## src/rtl/sample_reader_if.sv

```systemverilog
// Purpose : groups the control, sample-memory and UART handshake signals of sample_reader.
// Latency : none; plain wires between the reader and its environment.
// Backpressure: the UART side holds the reader off through tx_active and tx_done.
//
// Signals:
//   activate  env -> reader  level request, high = run one frame
//   done      reader -> env  frame complete, held until activate falls
//   mem_addr  reader -> mem  read address for the asynchronous-read sample memory
//   mem_oe    reader -> mem  output enable, high while a sample is being fetched
//   mem_data  mem -> reader  read data, combinationally valid for mem_addr
//   tx_data   reader -> uart byte to transmit
//   tx_start  reader -> uart one-cycle start pulse
//   tx_active uart -> reader transmitter busy
//   tx_done   uart -> reader one-cycle pulse when a byte has left the transmitter
interface sample_reader_if #(
  parameter int ADDR_WIDTH = 8,
  parameter int DATA_WIDTH = 8
);
  logic                  activate;
  logic                  done;
  logic [ADDR_WIDTH-1:0] mem_addr;
  logic                  mem_oe;
  logic [DATA_WIDTH-1:0] mem_data;
  logic [7:0]            tx_data;
  logic                  tx_start;
  logic                  tx_active;
  logic                  tx_done;

  // The reader drives the memory address and the UART request side.
  modport master (
    input  activate, mem_data, tx_active, tx_done,
    output done, mem_addr, mem_oe, tx_data, tx_start
  );

  // The environment (top-level watcher, memory, UART) sees the mirror image.
  modport slave (
    output activate, mem_data, tx_active, tx_done,
    input  done, mem_addr, mem_oe, tx_data, tx_start
  );
endinterface

```

## src/rtl/sample_reader.sv

```systemverilog
// Purpose : streams one frame (HEADER byte then every sample of the memory, ascending) to a UART.
// Latency : tx_start for the header rises on the 2nd clk edge after activate with tx_active low.
// Backpressure: one byte in flight; the next byte waits for tx_done and never starts while tx_active.
//
// Ports:
//   clk    system clock, all logic on the rising edge
//   reset  asynchronous active-high reset
//   bus    sample_reader_if.master: activate/done control, mem_addr/mem_oe/mem_data memory read,
//          tx_data/tx_start/tx_active/tx_done UART transmitter handshake
//
// Optional feature: define SAMPLE_READER_CHECKSUM_EN to append one byte after the last sample,
// the XOR of all samples of the frame, sent from a CSUM state that behaves like SEND.
// With the macro undefined there is no CSUM state and no accumulator.
module sample_reader #(
  parameter int         ADDR_WIDTH = 8,
  parameter int         DATA_WIDTH = 8,   // must be 8: samples go straight onto the UART
  parameter logic [7:0] HEADER     = 8'hA5
) (
  input logic              clk,
  input logic              reset,
  sample_reader_if.master  bus
);

  localparam logic [ADDR_WIDTH-1:0] ADDR_LAST = '1;

  typedef enum logic [2:0] {
    ST_IDLE,
    ST_HDR,
    ST_READ,
    ST_LATCH,
    ST_SEND,
    ST_WAIT,
`ifdef SAMPLE_READER_CHECKSUM_EN
    ST_CSUM,
`endif
    ST_DONE
  } state_t;

  state_t                state_q;
  logic [ADDR_WIDTH-1:0] addr_q;
  logic [ADDR_WIDTH-1:0] addr_d;
  logic [ADDR_WIDTH-1:0] mem_addr_q;
  logic                  mem_oe_q;
  logic [7:0]            tx_data_q;
  logic                  tx_start_q;
  logic                  done_q;
  // Set while the byte in flight is the header, so its tx_done does not advance addr.
  logic                  hdr_pend_q;
`ifdef SAMPLE_READER_CHECKSUM_EN
  logic [7:0]            csum_q;
  // Set while the byte in flight is the checksum, so its tx_done ends the frame.
  logic                  csum_pend_q;
`endif
  logic                  abort;

  assign addr_d = addr_q + 1'b1;

  // Dropping activate mid-frame abandons it; IDLE and DONE handle activate themselves.
  assign abort = !bus.activate && (state_q != ST_IDLE) && (state_q != ST_DONE);

  always_ff @(posedge clk or posedge reset) begin
    if (reset) begin
      state_q     <= ST_IDLE;
      addr_q      <= '0;
      mem_addr_q  <= '0;
      mem_oe_q    <= 1'b0;
      tx_data_q   <= 8'h00;
      tx_start_q  <= 1'b0;
      done_q      <= 1'b0;
      hdr_pend_q  <= 1'b0;
`ifdef SAMPLE_READER_CHECKSUM_EN
      csum_q      <= 8'h00;
      csum_pend_q <= 1'b0;
`endif
    end else begin
      // tx_start is a single-cycle pulse unless a state below re-asserts it.
      tx_start_q <= 1'b0;

      if (abort) begin
        // A byte already handed to the UART simply finishes; we stop issuing new ones.
        state_q  <= ST_IDLE;
        mem_oe_q <= 1'b0;
        done_q   <= 1'b0;
      end else begin
        case (state_q)
          ST_IDLE: begin
            if (bus.activate && !bus.tx_active) begin
              addr_q      <= '0;
              hdr_pend_q  <= 1'b1;
`ifdef SAMPLE_READER_CHECKSUM_EN
              csum_q      <= 8'h00;
              csum_pend_q <= 1'b0;
`endif
              state_q     <= ST_HDR;
            end
          end

          ST_HDR: begin
            // Guard keeps tx_start away from a busy transmitter.
            if (!bus.tx_active) begin
              tx_data_q  <= HEADER;
              tx_start_q <= 1'b1;
              state_q    <= ST_WAIT;
            end
          end

          ST_READ: begin
            // Address and output enable were set on entry; one cycle for the memory to settle.
            state_q <= ST_LATCH;
          end

          ST_LATCH: begin
            tx_data_q <= bus.mem_data;
`ifdef SAMPLE_READER_CHECKSUM_EN
            csum_q    <= csum_q ^ bus.mem_data;
`endif
            mem_oe_q  <= 1'b0;
            state_q   <= ST_SEND;
          end

          ST_SEND: begin
            if (!bus.tx_active) begin
              tx_start_q <= 1'b1;
              state_q    <= ST_WAIT;
            end
          end

`ifdef SAMPLE_READER_CHECKSUM_EN
          ST_CSUM: begin
            if (!bus.tx_active) begin
              tx_data_q   <= csum_q;
              tx_start_q  <= 1'b1;
              csum_pend_q <= 1'b1;
              state_q     <= ST_WAIT;
            end
          end
`endif

          ST_WAIT: begin
            // tx_data_q is untouched here so the UART sees a stable byte.
            if (bus.tx_done) begin
              if (hdr_pend_q) begin
                // Header finished: fetch sample 0 without advancing addr.
                hdr_pend_q <= 1'b0;
                mem_addr_q <= addr_q;
                mem_oe_q   <= 1'b1;
                state_q    <= ST_READ;
`ifdef SAMPLE_READER_CHECKSUM_EN
              end else if (csum_pend_q) begin
                csum_pend_q <= 1'b0;
                done_q      <= 1'b1;
                state_q     <= ST_DONE;
`endif
              end else if (addr_q == ADDR_LAST) begin
                // Last sample sent: addr stays put rather than wrapping back to 0.
`ifdef SAMPLE_READER_CHECKSUM_EN
                state_q <= ST_CSUM;
`else
                done_q  <= 1'b1;
                state_q <= ST_DONE;
`endif
              end else begin
                addr_q     <= addr_d;
                mem_addr_q <= addr_d;
                mem_oe_q   <= 1'b1;
                state_q    <= ST_READ;
              end
            end
          end

          ST_DONE: begin
            if (!bus.activate) begin
              done_q  <= 1'b0;
              state_q <= ST_IDLE;
            end
          end

          default: begin
            state_q  <= ST_IDLE;
            mem_oe_q <= 1'b0;
            done_q   <= 1'b0;
          end
        endcase
      end
    end
  end

  // All outputs come straight from registers.
  assign bus.done     = done_q;
  assign bus.mem_addr = mem_addr_q;
  assign bus.mem_oe   = mem_oe_q;
  assign bus.tx_data  = tx_data_q;
  assign bus.tx_start = tx_start_q;

endmodule

```

## src/flat_wrapper.sv

```systemverilog
// flat-port wrapper written by rule: the top's interface ports become plain ports
module sample_reader_flat 
#(
  parameter int         ADDR_WIDTH = 8,
  parameter int         DATA_WIDTH = 8,                                                  
  parameter logic [7:0] HEADER     = 8'hA5
)
  (clk, reset, bus_activate, bus_mem_data, bus_tx_active, bus_tx_done, bus_done, bus_mem_addr, bus_mem_oe, bus_tx_data, bus_tx_start);
  sample_reader_if #(.ADDR_WIDTH(ADDR_WIDTH), .DATA_WIDTH(DATA_WIDTH)) bus_i ();
  input logic clk;
  input logic reset;
  input wire logic [$bits(bus_i.activate)-1:0] bus_activate;
  input wire logic [$bits(bus_i.mem_data)-1:0] bus_mem_data;
  input wire logic [$bits(bus_i.tx_active)-1:0] bus_tx_active;
  input wire logic [$bits(bus_i.tx_done)-1:0] bus_tx_done;
  output wire logic [$bits(bus_i.done)-1:0] bus_done;
  output wire logic [$bits(bus_i.mem_addr)-1:0] bus_mem_addr;
  output wire logic [$bits(bus_i.mem_oe)-1:0] bus_mem_oe;
  output wire logic [$bits(bus_i.tx_data)-1:0] bus_tx_data;
  output wire logic [$bits(bus_i.tx_start)-1:0] bus_tx_start;
  assign bus_i.activate = bus_activate;
  assign bus_i.mem_data = bus_mem_data;
  assign bus_i.tx_active = bus_tx_active;
  assign bus_i.tx_done = bus_tx_done;
  assign bus_done = bus_i.done;
  assign bus_mem_addr = bus_i.mem_addr;
  assign bus_mem_oe = bus_i.mem_oe;
  assign bus_tx_data = bus_i.tx_data;
  assign bus_tx_start = bus_i.tx_start;
  sample_reader #(.ADDR_WIDTH(ADDR_WIDTH), .DATA_WIDTH(DATA_WIDTH), .HEADER(HEADER)) u_core (.clk(clk), .reset(reset), .bus(bus_i));
endmodule
```

## config.mk

```make
export PLATFORM = sky130hd
export DESIGN_NAME = sample_reader_flat
export DESIGN_NICKNAME = d
export VERILOG_FILES = /design/src/rtl/sample_reader_if.sv /design/src/rtl/sample_reader.sv /design/src/flat_wrapper.sv
export SDC_FILE = /design/constraint.sdc
export NUM_CORES = 1
export LEC_CHECK = 0
export BUFFER_PORTS_ARGS = -buffer_cell sky130_fd_sc_hd__buf_2
export CAP_MARGIN = 20
export CORE_AREA = 2 2 55 62
export CTS_CLUSTER_DIAMETER = 60
export CTS_CLUSTER_SIZE = 25
export DETAILED_ROUTE_END_ITERATION = 7
export DIE_AREA = 0 0 57 64
export GPL_TIMING_DRIVEN = 1
export PLACE_DENSITY_LB_ADDON = 0.2
export SYNTH_ARGS = -nofsm -noshare
export SYNTH_HDL_FRONTEND = slang
export SYNTH_SLANG_ARGS = --single-unit
export TNS_END_PERCENT = 50
```

## constraint.sdc

```tcl
create_clock -name clk -period 2.75 [get_ports clk]
set_input_delay 0.275 -clock clk [delete_from_list [all_inputs] [get_ports clk]]
set_output_delay 0.275 -clock clk [all_outputs]
set_load 0.01 [all_outputs]
```

==> metrics.cfg <==
[layout]
n_antenna_cell = 0
nNetsFinal = 211
multi_input_area_um2 = 842.1
finalCoreUtilization_pct = 65.25
ff_latch_area_um2 = 775.7
syn_to_final_growth_pct = 15.19
layout.cells.non_filler = 232
fillers = 255
final_layout_size_suffix_gt1_share_pct = 28.79
final_cell_mix = buf_2, dfrtp_1, nand2_1

[critical_path]
end_kind = flip-flop
r2r_slack_ns = 0.62
r2r_end = u_core.bus.mem_addr[5]$_DFFE_PP0P_
cp-startpoint = u_core.state_q[2]$_DFFE_PP0P_
slowest_delay_ns = 0.71
worst-path-stages = 4
cp.arrival_ns = 2.34
cp_slowest_cell = dfrtp_1
cp-endpoint = u_core.bus.mem_addr[5]$_DFFE_PP0P_
crit_required_ns = 2.96
r2r_start = u_core.state_q[2]$_DFFE_PP0P_
startpoint_type = flip-flop
reg2reg_depth = 4
crit_family = simple AND/OR/NAND/NOR gates
path_buf_inv = 0
cp_max_fo = 18
crit_type = flip-flop to flip-flop
path_cells = nand2_1 > nor2_1 > nor4b_4 > mux2_2

[global_route]
grt_pass1_vias = 1384
globalRouteTotalUtil_pct = 21.57
antenna_found_initial = 0
grt_first_pass_wirelength_mm = 6.113
grt_max_degree = 32
grt-ovfl-total = 0

[timing]
timing.hold.ws_ns = 0.002938
min_period_over_period_pct = 77.54
fmax_mhz = 469.0
hold_viol = 0
rsz0062_at_grt = false
final-setup-viol-count = 0
period_minus_slack_ns = 2.132
fin_skew_ns = 0.01785
setup_tns_ns = 0
finalMaxSlewViolations = 0
worst_slew_pin_slew_ns = 0.7292
slew_headroom_pct = 50.94

[power_and_ir_drop]
pwr-share-clk_pct = 38.8
switching_share_pct = 24.34
total_power_mw = 0.9565
vdd_drop_max_mv = 0.4716
p_int_mw = 0.7237
pwr-share-comb_pct = 9.4
power_switching_mw = 0.2328
p_leak_nw = 0.8602
pwr-share-seq_pct = 51.7
powerDensity_mw_per_mm2 = 489.4

[place]
gp_congestion = 0.8138
place_inst = 224
io_buffers = 31
place_hpwl_mm = 2.493

[cts]
clock_latency_ns = 0.33
cts_max_path_buffers = 2
clkTransAtPathRegs_ns = 0.10
ctsHoldBuffers = 0
ctsRootBufferMaster = clkbuf_4
cts_buffers = 5
cts_sinks = 31
htree_levels = 2
tritoncts = built
cts_setup_buffers = 0
cts_resized = 0

[route]
drtAntennaViolNets = 0
first_pass_iters = 4
vias_per_cell = 5.901
finalWirelength_mm = 3.542
vias = 1369
drt-wirelength-per-cell_um = 15.27
drt-initial-drc-count = 25
drc_errors = 0

[synth]
synthCells = 164
yosys_warnings = 0
synth_seq_cells = 31
synth_top_area_share_pct = 45.72
syn_area_per_cell_um2 = 10.35
synth_area_mm2 = 0.001697
yosysTopAreaCell = dfrtp_1
ys_types = 44
synth_area_leaders = dfrtp_1, mux2_2, xnor2_1, nand2_1, inv_1
ys_seq_area_share_pct = 45.72
syn_nets = 178

[outcome]
outcome = finished, final reports clean

[floorplanning]
core_mm2 = 0.002995
dieWidth_um = 57
pin_count = 32
initial_core_util_pct = 56.64
die_h_um = 64
rows = 21
die_area_mm2 = 0.003648

[run]
max_cap_violations = 0

[min_path]
hold_path_class = primary input to asynchronous set/reset pin

-- per-stage QoR --
| step | cell area [µm²] | setup WS, ns |
|---|---|---|
| 2_1_floorplan | 1697 | 0.9544 |
| 3_3_place_gp | 1868 | 0.7038 |
| 3_5_place_dp | 1868 | 0.6377 |
| 4_1_cts | 1954 | 0.6246 |
| 5_1_grt | 1954 | 0.4862 |
| 6_report | 1954 | 0.6176 |
-- worst register-to-register path: stages, from the launching register on --
cell	delay [ns]
dfrtp_1	0.71
nand2_1	0.19
nor2_1	0.18
nor4b_4	0.53
mux2_2	0.40
-- flip-flops by register name (all words and copies together) (netlist names) --
signal / count
u_core.addr_q: 8
u_core.bus.mem_addr: 8
u_core.bus.tx_data: 8
u_core.state_q: 3
u_core.bus.done: 1
u_core.bus.mem_oe: 1
u_core.bus.tx_start: 1
u_core.hdr_pend_q: 1
-- how the worst min path moves through the flow --
stage,to,slack [ns],cells after the start
6_report,u_core.addr_q[6]$_DFFE_PP0P_,0.003,3
5_1_grt,u_core.bus.tx_data[0]$_DFFE_PP0P_,0.04,3
4_1_cts,u_core.state_q[1]$_DFFE_PP0P_,0.006,3
3_5_place_dp,u_core.bus.mem_addr[1]$_DFFE_PP0P_,0.38,3
3_3_place_gp,u_core.bus.mem_addr[1]$_DFFE_PP0P_,0.36,3
2_1_floorplan,u_core.bus.tx_start$_DFF_PP0_,0.35,1
-- power by group through the flow --
| stage | combinational, mW | clock [mW] | sequential, mW |
|---|---|---|---|
| 2_1_floorplan | 0.0712 | 0 | 0.491 |
| 3_3_place_gp | 0.0882 | 0 | 0.501 |
| 3_5_place_dp | 0.0910 | 0 | 0.503 |
| 4_1_cts | 0.0919 | 0.382 | 0.494 |
| 5_1_grt | 0.0993 | 0.403 | 0.498 |
| 6_report | 0.0904 | 0.371 | 0.495 |
-- cell families (layout without fill, tap and decap cells) --
group                    count (synthesis)  after routing  synth area share [%]
buffers and inverters                   18             52                 4.645
adder cells (fa/ha/maj)                  1              1                0.7373
flip-flops                              31             31                 45.72
AND/OR/NAND/NOR                         57             57                 18.81
XOR/XNOR                                 8              8                 4.130
multiplexers                             9              9                 5.900
AO/OA/AOI/OAI                           40             40                 20.06
-- final cells by class --
cell class	instances	share of cell area (%)
Tap cell	34	2.177
Inverter	12	2.305
Sequential cell	31	39.69
Clock inverter	2	1.793
Timing Repair Buffer	32	8.323
Multi-Input combinational cell	115	43.09
Clock buffer	6	2.625
-- Yosys cell counts --
cell	n
nand2b_1	3
and2_1	1
o31a_1	1
o22ai_1	1
or4_1	1
o22a_1	4
o21ai_0	7
nand3_1	6
mux2_2	8
clkbuf_1	1
nor4b_4	1
nor2_1	11
buf_2	3
o221a_2	1
a21boi_2	1
a21oi_1	3
o211a_1	1
o21bai_1	1
xnor2_1	8
a22o_1	5
nor4_4	1
o31ai_4	1
ha_1	1
buf_1	1
o21a_1	2
inv_1	12
nand2_1	15
a2bb2oi_2	1
nand3_2	1
nor2b_1	2
a32oi_1	1
o211ai_1	2
nor4_1	3
and3_1	1
nor3_1	7
mux2i_1	1
nand4_1	3
o31ai_1	1
buf_6	1
o2111a_1	1
o21bai_4	1
dfrtp_1	31
and4bb_2	1
o221ai_1	5
-- layer usage --
metal | up-vias | track usage (%) | wire (µm)
li1 | 672 | - | -
met1 | 668 | 25.29 | 1439
met2 | 21 | 36.35 | 1905
met3 | 8 | 5.668 | 115
met4 | 0 | 10.17 | 81
met5 | - | 0 | 0
No activity file was read; power rests on OpenSTA's default activity.
